--- config.mk ---
export PLATFORM = sky130hd
export DESIGN_NAME = approx_adder_err_monitor
export DESIGN_NICKNAME = d
export VERILOG_FILES = /design/src/rtl/approx_adder_err_monitor.sv
export SDC_FILE = /design/constraint.sdc
export NUM_CORES = 1
export LEC_CHECK = 0
export ABC_AREA = 1
export CAP_MARGIN = 20
export CORE_UTILIZATION = 54
export DETAILED_ROUTE_END_ITERATION = 6
export PLACE_DENSITY = 0.81
export RECOVER_POWER = 50
export SLEW_MARGIN = 20
export SYNTH_ARGS = -nofsm -noshare
export SYNTH_HDL_FRONTEND = slang
export SYNTH_SLANG_ARGS = --single-unit
--- constraint.sdc ---
create_clock -name clk -period 4.77 [get_ports clk]
set_clock_uncertainty 0.1 [all_clocks]
set_input_delay 0.7155 -clock clk [delete_from_list [all_inputs] [get_ports clk]]
set_output_delay 0.7155 -clock clk [all_outputs]
set_load 0.005 [all_outputs]
--- src/rtl/approx_adder_err_monitor.sv ---
`default_nettype none
// ============================================================================
// Module   : approx_adder_err_monitor
// Purpose  : Exhaustive error checker for an approximate adder candidate.
//            Sweeps every input vector into the adder, compares the adder's
//            combinational result with the exact sum, and accumulates the
//            worst-case error, the first vector that produced it, the number
//            of vectors whose error exceeds ET, and a pass/fail verdict.
// Revision : 1.0 - initial release
// ----------------------------------------------------------------------------
// Parameters
//   N_IN   : total adder input bits (even); A = vec_out[N_IN/2-1:0],
//            B = vec_out[N_IN-1:N_IN/2]
//   N_OUT  : adder output bits, N_IN/2+1
//   ET     : error threshold; a vector violates when |error| > ET
// Ports
//   clk        in   clock, all state changes on the rising edge
//   rst        in   synchronous active-high reset
//   start      in   begin a sweep (honoured only in IDLE)
//   vec_out    out  registered stimulus to the adder inputs
//   approx_in  in   combinational adder result for vec_out
//   busy       out  high while sweeping
//   done       out  one-cycle pulse when a sweep ends
//   pass       out  max_err <= ET
//   max_err    out  largest absolute error seen
//   worst_vec  out  first vector that produced max_err
//   err_count  out  number of violating vectors
// Build option
//   ERR_EARLY_ABORT_EN : when defined, the first violating vector ends the
//                        sweep (vec_out holds that vector).
// ============================================================================
module approx_adder_err_monitor #(
  parameter int N_IN  = 4,
  parameter int N_OUT = 3,
  parameter int ET    = 4
) (
  input  logic             clk,
  input  logic             rst,
  input  logic             start,
  output logic [N_IN-1:0]  vec_out,
  input  logic [N_OUT-1:0] approx_in,
  output logic             busy,
  output logic             done,
  output logic             pass,
  output logic [N_OUT-1:0] max_err,
  output logic [N_IN-1:0]  worst_vec,
  output logic [N_IN:0]    err_count
);

  localparam int HALF = N_IN / 2;

  localparam logic [1:0] S_IDLE  = 2'd0;
  localparam logic [1:0] S_SWEEP = 2'd1;
  localparam logic [1:0] S_DONE  = 2'd2;

  localparam logic [N_IN-1:0] VEC_LAST = {N_IN{1'b1}};
  localparam logic [31:0]     ET_U     = 32'(ET);

  logic [1:0]       state_q, state_d;
  logic [N_IN-1:0]  vec_q, vec_d;
  logic [N_OUT-1:0] max_q, max_d;
  logic [N_IN-1:0]  worst_q, worst_d;
  logic [N_IN:0]    cnt_q, cnt_d;

  logic [HALF-1:0]  op_a;
  logic [HALF-1:0]  op_b;
  logic [N_OUT-1:0] exact_sum;
  logic [N_OUT-1:0] abs_err;
  logic             err_viol;
  logic             err_greater;

  assign op_a = vec_q[HALF-1:0];
  assign op_b = vec_q[N_IN-1:HALF];

  // N_OUT = HALF+1 bits hold the largest exact sum without overflow.
  assign exact_sum = N_OUT'(op_a) + N_OUT'(op_b);

  // Magnitude of the difference; subtracting the smaller operand from the
  // larger keeps it inside N_OUT bits without a sign bit.
  assign abs_err = (exact_sum >= approx_in) ? (exact_sum - approx_in)
                                            : (approx_in - exact_sum);

  assign err_viol    = (32'(abs_err) > ET_U);
  assign err_greater = (abs_err > max_q);   // strict: ties keep earlier vector

  always_comb begin
    state_d = state_q;
    vec_d   = vec_q;
    max_d   = max_q;
    worst_d = worst_q;
    cnt_d   = cnt_q;

    case (state_q)
      S_IDLE: begin
        if (start) begin
          state_d = S_SWEEP;
          vec_d   = '0;
          max_d   = '0;
          worst_d = '0;
          cnt_d   = '0;
        end
      end

      S_SWEEP: begin
        if (err_greater) begin
          max_d   = abs_err;
          worst_d = vec_q;
        end
        if (err_viol) begin
          cnt_d = cnt_q + (N_IN+1)'(1);
        end
`ifdef ERR_EARLY_ABORT_EN
        if (err_viol || (vec_q == VEC_LAST)) begin
          state_d = S_DONE;       // vec_out keeps the terminating vector
        end else begin
          vec_d = vec_q + N_IN'(1);
        end
`else
        if (vec_q == VEC_LAST) begin
          state_d = S_DONE;       // all-ones vector stays on vec_out
        end else begin
          vec_d = vec_q + N_IN'(1);
        end
`endif
      end

      S_DONE: begin
        state_d = S_IDLE;
      end

      default: begin
        state_d = S_IDLE;
      end
    endcase
  end

  always_ff @(posedge clk) begin
    if (rst) begin
      state_q <= S_IDLE;
      vec_q   <= '0;
      max_q   <= '0;
      worst_q <= '0;
      cnt_q   <= '0;
    end else begin
      state_q <= state_d;
      vec_q   <= vec_d;
      max_q   <= max_d;
      worst_q <= worst_d;
      cnt_q   <= cnt_d;
    end
  end

  assign vec_out   = vec_q;
  assign busy      = (state_q == S_SWEEP);
  assign done      = (state_q == S_DONE);
  assign pass      = (32'(max_q) <= ET_U);
  assign max_err   = max_q;
  assign worst_vec = worst_q;
  assign err_count = cnt_q;

endmodule
`default_nettype wire

==> results.yml <==
drt:
  drc: 0
  ant_nets: 0
  wirelength_um: 2580
  via_per_inst: 5.20
  vias: 1119
  dr.first_iter.drc_count: 22
  routedWlPerCell_um: 12.0
  drtPass1Iterations: 4
worst_setup_path:
  path_cells: "ha_1 -> inv_1 -> fa_1 -> inv_1 -> fa_1 -> inv_1 -> nand2_1 -> nand2_1 -> nand3_1 -> nand2_2 -> inv_1 -> ha_1 -> nand2_1 -> o21ai_0 -> nand3_1 -> nand2_2 -> inv_1 -> a21oi_1 -> nor2_1"
  endpoint_kind: "flip-flop"
  critical_path.top_delay_family: "adder cells"
  required_ps: 4860
  cp_max_fo: 8
  worst-path-buf-inv: 5
  critical_path_class: "reg2reg"
  crit_top_cell: "inv_1"
  startpoint: "vec_out[2]$_SDFFE_PP0P_"
  r2r-start: "vec_out[2]$_SDFFE_PP0P_"
  reg2reg_slack_ps: 1260
  cp.arrival_ps: 3600
  slowest_delay_ps: 540
  worst_setup_path_start_kind: "flip-flop"
  cpMaxStageDelayCell: "fa_1"
clock_tree:
  cts_tree: "yes"
  cts_hold_buffers: 0
  cts.clk_slew.worst_paths_ps: 100
  cts.repair.resized: 0
  clk_latency_ps: 300
  cts.sinks: 18
  cts-root-buf: "clkbuf_4"
  cts_buffers: 3
  clk_path_buf_depth: 2
  htreeDepth: 1
  postCtsSetupBuffers: 0
die:
  initial_utilization_pct: 58.5
  die_w_um: 48.6
  num_io_pins: 25
  die_area_um2: 2360
  core_area_um2: 2000
  rows: 16
  die_h_um: 48.6
global_route:
  grt.total_usage_pct: 24.2
  grt-ovfl-total: 0
  grt_pass1_vias: 1069
  antenna_found_initial: 0
  grt_max_degree: 16
  grt_pass1_wl_um: 4570
synth:
  synth.distinct_cells: 23
  syn_avg_cell_area_um2: 7.18
  syn_area_um2: 1170
  yosys_register_bits: 18
  ys_warn_count: 0
  synth_seq_area_share_pct: 30.8
  synthCells: 163
  ys.flop_type: "dfxtp_1"
  synth_edf_count: 0
  synth_top_area_share_pct: 30.8
  synth_nets: 183
  ys_async_sr_fraction_pct: 0
  synthTopCellsByCount: "inv_1 (31), nand2_1 (26), dfxtp_1 (18)"
  synth_area_leaders: "dfxtp_1 (31%), ha_1 (12%), inv_1 (9.9%), nand2_1 (8.3%), a21oi_1 (7.3%)"
  yosysMostFrequentCell: "inv_1"
  yosysTopAreaCell: "dfxtp_1"
sta:
  fin_setup_tns_ps: 0
  finalHoldViolCount: 0
  drv_slew: 0
  slew_headroom_pct: 35.3
  rsz0062_at_grt: "false"
  fmax_ghz: 0.285
  tightest_slew_ps: 966
  timing.final.crit_share_pct: 73.5
  setup_violations: 0
  post-route-min-period_ps: 3510
  holdWs_ps: 409
placement:
  portBuffers: 24
  gp_congestion: 0.848
  dp_hpwl_um: 1960
layout:
  drive_gt1_share_pct: 5.32
  final_nets: 209
  seq_area_um2: 360
  area_growth_pct: 24.4
  n_fill_cell: 172
  multiInputGateArea_um2: 666
  antenna_cells: 0
run_status:
  status: "finished clean"
hold_path:
  hp-class: "reg2reg"
  hold_start: "max_err[2]$_SDFFE_PP0P_"
pwr:
  leakage_nw: 0.721
  power_density_nw_per_um2: 277
  ir_drop_mv: 0.208
run:
  maxCapViolCount: 0
## cell usage in the layout (no fill, tap or decap), drive strengths merged
cell and count:
xor2 2, dfxtp 18, nor4 1, dlygate4sd3 12, o21ai 10, a211oi 1
clkdlybuf4s50 12, a21oi 18, nor3 2, clkbuf 4, nand3 14, fa 3
inv 32, nand3b 2, nor2 15, ha 11, nand2 30, a311oi 1
## report_power, final
group / switching [mW] / leakage, nW / internal (mW) / total [mW]
Clock: 0.0476 / 0.0210 / 0.0466 / 0.0942
Combinational: 0.0731 / 0.552 / 0.0589 / 0.132
Sequential: 0.0125 / 0.148 / 0.164 / 0.177
Total: 0.133 / 0.721 / 0.270 / 0.403
## metrics by stage
step	total power, mW	worst slack, ps	std cells	area (µm²)	util (%)
2_1_floorplan	0.265	1650	163	1170	-
3_3_place_gp	0.310	1330	211	1430	71.2
3_5_place_dp	0.316	1210	211	1430	71.2
4_1_cts	0.410	1300	215	1460	73.0
5_1_grt	0.433	983	215	1460	72.8
6_report	0.403	1260	215	1460	72.8
## layout make-up
class | count | area share, %
Inverter | 32 | 8.25
Sequential cell | 18 | 24.7
Clock buffer | 4 | 2.49
Timing Repair Buffer | 24 | 16.5
Tap cell | 27 | 2.32
Multi-Input combinational cell | 110 | 45.7
## sequential cells by signal, summed over array words and instances (netlist names)
register   flops
max_err        3
vec_out        4
state_q        2
err_count      5
worst_vec      4
## path summary, 6_finish.rpt
path | endpoint | depth (start not counted)
min | max_err[2]$_SDFFE_PP0P_ | 2
max | worst_vec[1]$_SDFFE_PP0P_ | 19
min reg2reg | max_err[2]$_SDFFE_PP0P_ | 2
max reg2reg | worst_vec[1]$_SDFFE_PP0P_ | 19
## per-layer routing
metal	global-route usage, %	vias to the layer above	wire length [µm]
met5	0	-	0
met4	6.37	0	20
met3	5.35	2	140
met2	43.0	39	1170
met1	29.5	506	1250
li1	-	572	-
## worst reg2reg max path, delay by kind of cell, from the launching register on
kind	cells	cell delay, ps
buf+inv	5	390
simple gates	8	690
compound gates	2	300
flops	1	480
fa+ha+maj	4	1450
## cells by family (layout without fill, tap and decap cells)
family / after synthesis / count (layout) / share of synthesized area [%]
AND/OR/NAND/NOR: 64 / 64 / 25.2
buffers and inverters: 35 / 60 / 12.0
AO/OA/AOI/OAI: 30 / 30 / 13.7
flip-flops: 18 / 18 / 30.8
adder cells (fa/ha/maj): 14 / 14 / 16.9
XOR/XNOR: 2 / 2 / 1.50
(Power assumes the default switching activity.)
